$ cat config.mk
export PLATFORM = sky130hd
export DESIGN_NAME = tft_timing_gen
export DESIGN_NICKNAME = d
export VERILOG_FILES = /design/src/rtl/tft_timing_gen.sv
export SDC_FILE = /design/constraint.sdc
export NUM_CORES = 1
export LEC_CHECK = 0
export ABC_AREA = 1
export BUFFER_PORTS_ARGS = -buffer_cell sky130_fd_sc_hd__buf_2
export CAP_MARGIN = 20
export CORE_UTILIZATION = 25
export DETAILED_ROUTE_END_ITERATION = 10
export PLACE_DENSITY = 0.56
export REMOVE_ABC_BUFFERS = 1
export SLEW_MARGIN = 20
export SYNTH_ARGS = -nofsm -noshare
export SYNTH_HDL_FRONTEND = slang
export SYNTH_SLANG_ARGS = --single-unit
$ cat constraint.sdc
create_clock -name sys_clk -period 1.57 [get_ports sys_clk]
set_input_delay 0.157 -clock sys_clk [delete_from_list [all_inputs] [get_ports sys_clk]]
set_output_delay 0.157 -clock sys_clk [all_outputs]
set_load 0.03 [all_outputs]
$ cat src/rtl/tft_timing_gen.sv
// TFT/RGB panel timing generator: horizontal/vertical counters, pixel request
// ahead of the active window, and one registered output stage toward the panel.
module tft_timing_gen #(
  parameter int   H_SYNC   = 41,
  parameter int   H_BACK   = 2,
  parameter int   H_VALID  = 480,
  parameter int   H_FRONT  = 2,
  parameter int   V_SYNC   = 10,
  parameter int   V_BACK   = 2,
  parameter int   V_VALID  = 272,
  parameter int   V_FRONT  = 2,
  parameter int   CNT_W    = 12,
  parameter int   DATA_W   = 16,
  parameter int   REQ_LEAD = 1,
  parameter logic HS_POL   = 1'b1,
  parameter logic VS_POL   = 1'b1
) (
  input  logic              sys_clk,
  input  logic              sys_rst,
  input  logic              en,
  input  logic [DATA_W-1:0] pix_data,
  input  logic              pix_data_vld,
  output logic              pix_req,
  output logic [CNT_W-1:0]  pix_x,
  output logic [CNT_W-1:0]  pix_y,
  output logic              hsync,
  output logic              vsync,
  output logic              tft_de,
  output logic [DATA_W-1:0] tft_rgb,
  output logic              tft_clk,
  output logic              tft_bl,
  output logic              frame_start,
  output logic              line_start,
  output logic              underrun
);

  localparam int H_TOTAL = H_SYNC + H_BACK + H_VALID + H_FRONT;
  localparam int V_TOTAL = V_SYNC + V_BACK + V_VALID + V_FRONT;
  localparam int HA      = H_SYNC + H_BACK;
  localparam int VA      = V_SYNC + V_BACK;

  localparam logic [CNT_W-1:0] CNT_ONE = CNT_W'(1);
  localparam logic [CNT_W-1:0] H_LAST  = CNT_W'(H_TOTAL - 1);
  localparam logic [CNT_W-1:0] V_LAST  = CNT_W'(V_TOTAL - 1);
  localparam logic [CNT_W-1:0] HS_END  = CNT_W'(H_SYNC);
  localparam logic [CNT_W-1:0] VS_END  = CNT_W'(V_SYNC);
  localparam logic [CNT_W-1:0] HA_BEG  = CNT_W'(HA);
  localparam logic [CNT_W-1:0] HA_END  = CNT_W'(HA + H_VALID);
  localparam logic [CNT_W-1:0] VA_BEG  = CNT_W'(VA);
  localparam logic [CNT_W-1:0] VA_END  = CNT_W'(VA + V_VALID);
  localparam logic [CNT_W-1:0] RQ_BEG  = CNT_W'(HA - REQ_LEAD);
  localparam logic [CNT_W-1:0] RQ_END  = CNT_W'(HA + H_VALID - REQ_LEAD);

  typedef enum logic {IDLE, RUN} state_t;

  state_t           state_q, state_d;
  logic [CNT_W-1:0] cnt_h_q, cnt_h_d;
  logic [CNT_W-1:0] cnt_v_q, cnt_v_d;

  logic              hsync_q, vsync_q, de_q, bl_q, fs_q, ls_q, ur_q;
  logic [DATA_W-1:0] rgb_q;

  logic run, in_rows, req_w, act_w, hs_act, vs_act;

  always_ff @(posedge sys_clk) begin
    if (sys_rst) begin
      state_q <= IDLE;
      cnt_h_q <= '0;
      cnt_v_q <= '0;
    end else begin
      state_q <= state_d;
      cnt_h_q <= cnt_h_d;
      cnt_v_q <= cnt_v_d;
    end
  end

  // Leaving RUN is only possible at the last count, so a frame always completes.
  always_comb begin
    state_d = state_q;
    cnt_h_d = cnt_h_q;
    cnt_v_d = cnt_v_q;
    if (state_q == IDLE) begin
      cnt_h_d = '0;
      cnt_v_d = '0;
      if (en) state_d = RUN;
    end else if (cnt_h_q == H_LAST) begin
      cnt_h_d = '0;
      if (cnt_v_q == V_LAST) begin
        cnt_v_d = '0;
        if (!en) state_d = IDLE;
      end else begin
        cnt_v_d = cnt_v_q + CNT_ONE;
      end
    end else begin
      cnt_h_d = cnt_h_q + CNT_ONE;
    end
  end

  always_comb begin
    run     = (state_q == RUN);
    in_rows = (cnt_v_q >= VA_BEG) && (cnt_v_q < VA_END);
    req_w   = run && in_rows && (cnt_h_q >= RQ_BEG) && (cnt_h_q < RQ_END);
    act_w   = run && in_rows && (cnt_h_q >= HA_BEG) && (cnt_h_q < HA_END);
    hs_act  = run && (cnt_h_q < HS_END);
    vs_act  = run && (cnt_v_q < VS_END);
  end

  assign pix_req = req_w;
  assign pix_x   = req_w ? (cnt_h_q - RQ_BEG) : '1;
  assign pix_y   = req_w ? (cnt_v_q - VA_BEG) : '1;

  // Panel-side stage: every output here lags the counters by one cycle.
  always_ff @(posedge sys_clk) begin
    if (sys_rst) begin
      hsync_q <= ~HS_POL;
      vsync_q <= ~VS_POL;
      de_q    <= 1'b0;
      rgb_q   <= '0;
      bl_q    <= 1'b0;
      fs_q    <= 1'b0;
      ls_q    <= 1'b0;
      ur_q    <= 1'b0;
    end else begin
      hsync_q <= hs_act ? HS_POL : ~HS_POL;
      vsync_q <= vs_act ? VS_POL : ~VS_POL;
      de_q    <= act_w;
      rgb_q   <= (act_w && pix_data_vld) ? pix_data : '0;
      bl_q    <= run;
      fs_q    <= run && (cnt_h_q == '0) && (cnt_v_q == '0);
      ls_q    <= run && (cnt_h_q == '0);
      ur_q    <= ur_q | (act_w & ~pix_data_vld);
    end
  end

  assign hsync       = hsync_q;
  assign vsync       = vsync_q;
  assign tft_de      = de_q;
  assign tft_rgb     = rgb_q;
  assign tft_bl      = bl_q;
  assign frame_start = fs_q;
  assign line_start  = ls_q;
  assign underrun    = ur_q;
  assign tft_clk     = sys_clk;

endmodule
==> reports/metrics.cfg <==
[status]
outcome=complete, but fails checks
violations=setup timing

[setup_path]
crit_fanout=7
crit_top_cell=buf_6
crit_required_ns=1.41
end_kind=output port
slowest_stage=dfxtp_4
worstPathArrival_ns=1.96
critPathLaunchType=register
path_cells=buf_6 > ha_4 > and3_4 > a21oi_4 > nor2_4 > buf_12 > nand3_2 > buf_6
worst-setup-path-type=reg -> out
slowest_delay_ns=0.37

[synth]
yosys_register_bits=48
ys_warn_count=0
postSynthCellCount=421
synth.avg_cell_area_sq_um=7.31
synth_top_area_share_pct=31.2
netlist-cell-type-count=35
synthTopCellsByArea=dfxtp_1 31%, nand2_1 11%, inv_1 6.8%
syn-cell-area_sq_um=3080
yosysSeqAreaShare_pct=31.2
synth_top_area_cell=dfxtp_1

[cells_and_area]
stdcell_count=751
stdcell_area_sq_um=5600
final_net_count=634
drive_gt1_share_pct=57.8
multi_input_area_sq_um=2310
seq_area_sq_um=978
synthToLayoutAreaGrowth_pct=82.1
antenna_cells=0
final_cell_mix=69 x nand2_1, 69 x buf_4, 48 x inv_1
fillers=1138

[sta]
worst_clock_skew_ns=0.00712
setup_viol=61
rsz0062_at_grt=yes
fin_ws_ns=-0.543
report.final.slew_viol_count=0
tightest_slew_ns=0.339
max_freq_mhz=473
relSlewSlack_pct=77.2
period_needed_ns=2.11
fin_hold_ws_ns=0.0421
period_share_pct=135
hold_violations=0

[routing]
post_drt_wl_per_cell_um=13.3
drtIter0Drc=119
num_vias=3347
viasPerCell=4.46
postRouteAntennaNets=0
dr.pass1.iters=4
finalWirelength_mm=9.96
drc=0

[place]
routabilityCongestion=0.852
place_ws_ns=-0.540
port_buffers=68
hpwl_mm=6.41
dpl_cell_area_sq_um=4160
dp_cells=701

[global_routing]
grt_max_degree=17
track_usage_pct=15.1
overflow=0
grt_pass1_vias=3272
antenna_found_initial=0
grt_pass1_wl_mm=15.2

[power]
powerDensity_nw_per_um2=603
ir_drop_mv=0.988
p_leak_nw=2.49

[floorplan]
start_util_pct=25.6
die_h_um=113
core_sq_um=12000
dieArea_sq_um=12800
ios=69
die_w_um=113
rows=40

[run]
drv_cap=0

[clock_network]
insertion_delay_ns=0.41
cts_tree=yes
cts.clk_slew.worst_paths_ns=0.07

[worst_hold_path]
hold_path.class=in -> reg

[worst max-delay path, delay by kind of cell (launching register included)]
kind                     cells  cell delay (ns)
flip-flops                   1             0.37
AO/OA/AOI/OAI                1             0.28
adder cells (fa/ha/maj)      1             0.15
AND/OR/NAND/NOR              3             0.33
buffers and inverters        3             0.41
[per-layer routing]
layer  wire length [um]  part of all wire [%]  track usage, %  vias up
li1                   -                     -               -     1689
met1               4210                    42            18.9     1546
met2               5050                    51            25.3       95
met3                490                   4.9            3.00       17
met4                210                   2.1            6.40        0
met5                  0                     0               0        -
[logic make-up after synthesis]
family          after synthesis  synth area share [%]
flops                        48                  31.2
compound gates               32                  5.69
xor+xnor                      9                  2.56
fa+ha+maj                    11                  4.47
buf+inv                      82                  11.8
simple gates                239                  44.2
[repair_timing]
| item | CTS | global route |
|---|---|---|
| pin swaps | 24 | 39 |
| buffers inserted | 15 | 4 |
| endpoints found under the hold margin | 17 | 0 |
| cloned | 3 | 1 |
| resized for setup | 121 | 98 |
| setup endpoints to repair | 68 | 65 |
| hold buffers | 17 | 0 |
[Yosys cell counts]
cell type / instances
nand3_4: 2
inv_4: 1
xor2_1: 9
a211oi_1: 1
o22ai_1: 1
and2_1: 1
inv_1: 56
nor4_1: 1
a21oi_1: 21
nand3b_1: 1
nor3b_1: 2
nand2_1: 88
nor2_8: 1
nand3_2: 21
buf_4: 4
dfxtp_1: 48
nand4_1: 8
ha_1: 11
inv_2: 13
nand2_2: 10
nand3_1: 23
buf_6: 2
o21ai_0: 6
o21ai_2: 1
nor2_2: 4
nor3_1: 12
a21oi_2: 2
and3_1: 1
nand3b_4: 1
nand2_4: 2
nor3_2: 2
nor2_1: 42
buf_12: 1
nor2_4: 17
buf_2: 5
[metrics by stage]
| step | total power [W] | util, % | setup TNS, ns |
|---|---|---|---|
| after floorplan | 0.00140 | - | -11.37 |
| after global placement | 0.00160 | 34.6 | -14.14 |
| after detailed placement | 0.00160 | 34.6 | -14.82 |
| after CTS | 0.00336 | 42.9 | -13.90 |
| after global routing | 0.00352 | 46.7 | -20.31 |
| final | 0.00338 | 46.7 | -16.71 |
[where the power goes]
part	internal, W	switching [W]	leakage, nW	total [W]
registers	0.00124	0.0000116	0.394	0.00125
logic	0.000187	0.000197	1.97	0.000384
clock network	0.00110	0.000648	0.125	0.00175
total	0.00253	0.000856	2.49	0.00338
[layout make-up]
type	instances	area share [%]
inverters	70	5.00
multi-input cells	293	41.2
repair buffers	181	28.5
clock inverters	3	0.848
flip-flops and latches	48	17.5
well taps	147	3.28
clock buffers	9	3.66
[path summary, 6_finish.rpt]
path	from	endpoint	slack, ns	depth (start not counted)
max	cnt_h_q[1]	pix_x[5]	-0.54	8
min	pix_data_vld	underrun	0.04	3
max reg2reg	cnt_h_q[1]	tft_rgb[7]	-0.20	12
min reg2reg	underrun	underrun	0.46	2
[state kept, by name, indices dropped and copies added (netlist names)]
| name | count |
|---|---|
| tft_rgb | 16 |
| vsync | 1 |
| tft_de | 1 |
| run | 1 |
| tft_bl | 1 |
| cnt_v_q | 12 |
| line_start | 1 |
| underrun | 1 |
| hsync | 1 |
| cnt_h_q | 12 |
| frame_start | 1 |
Power figures use the tool's default switching activity.
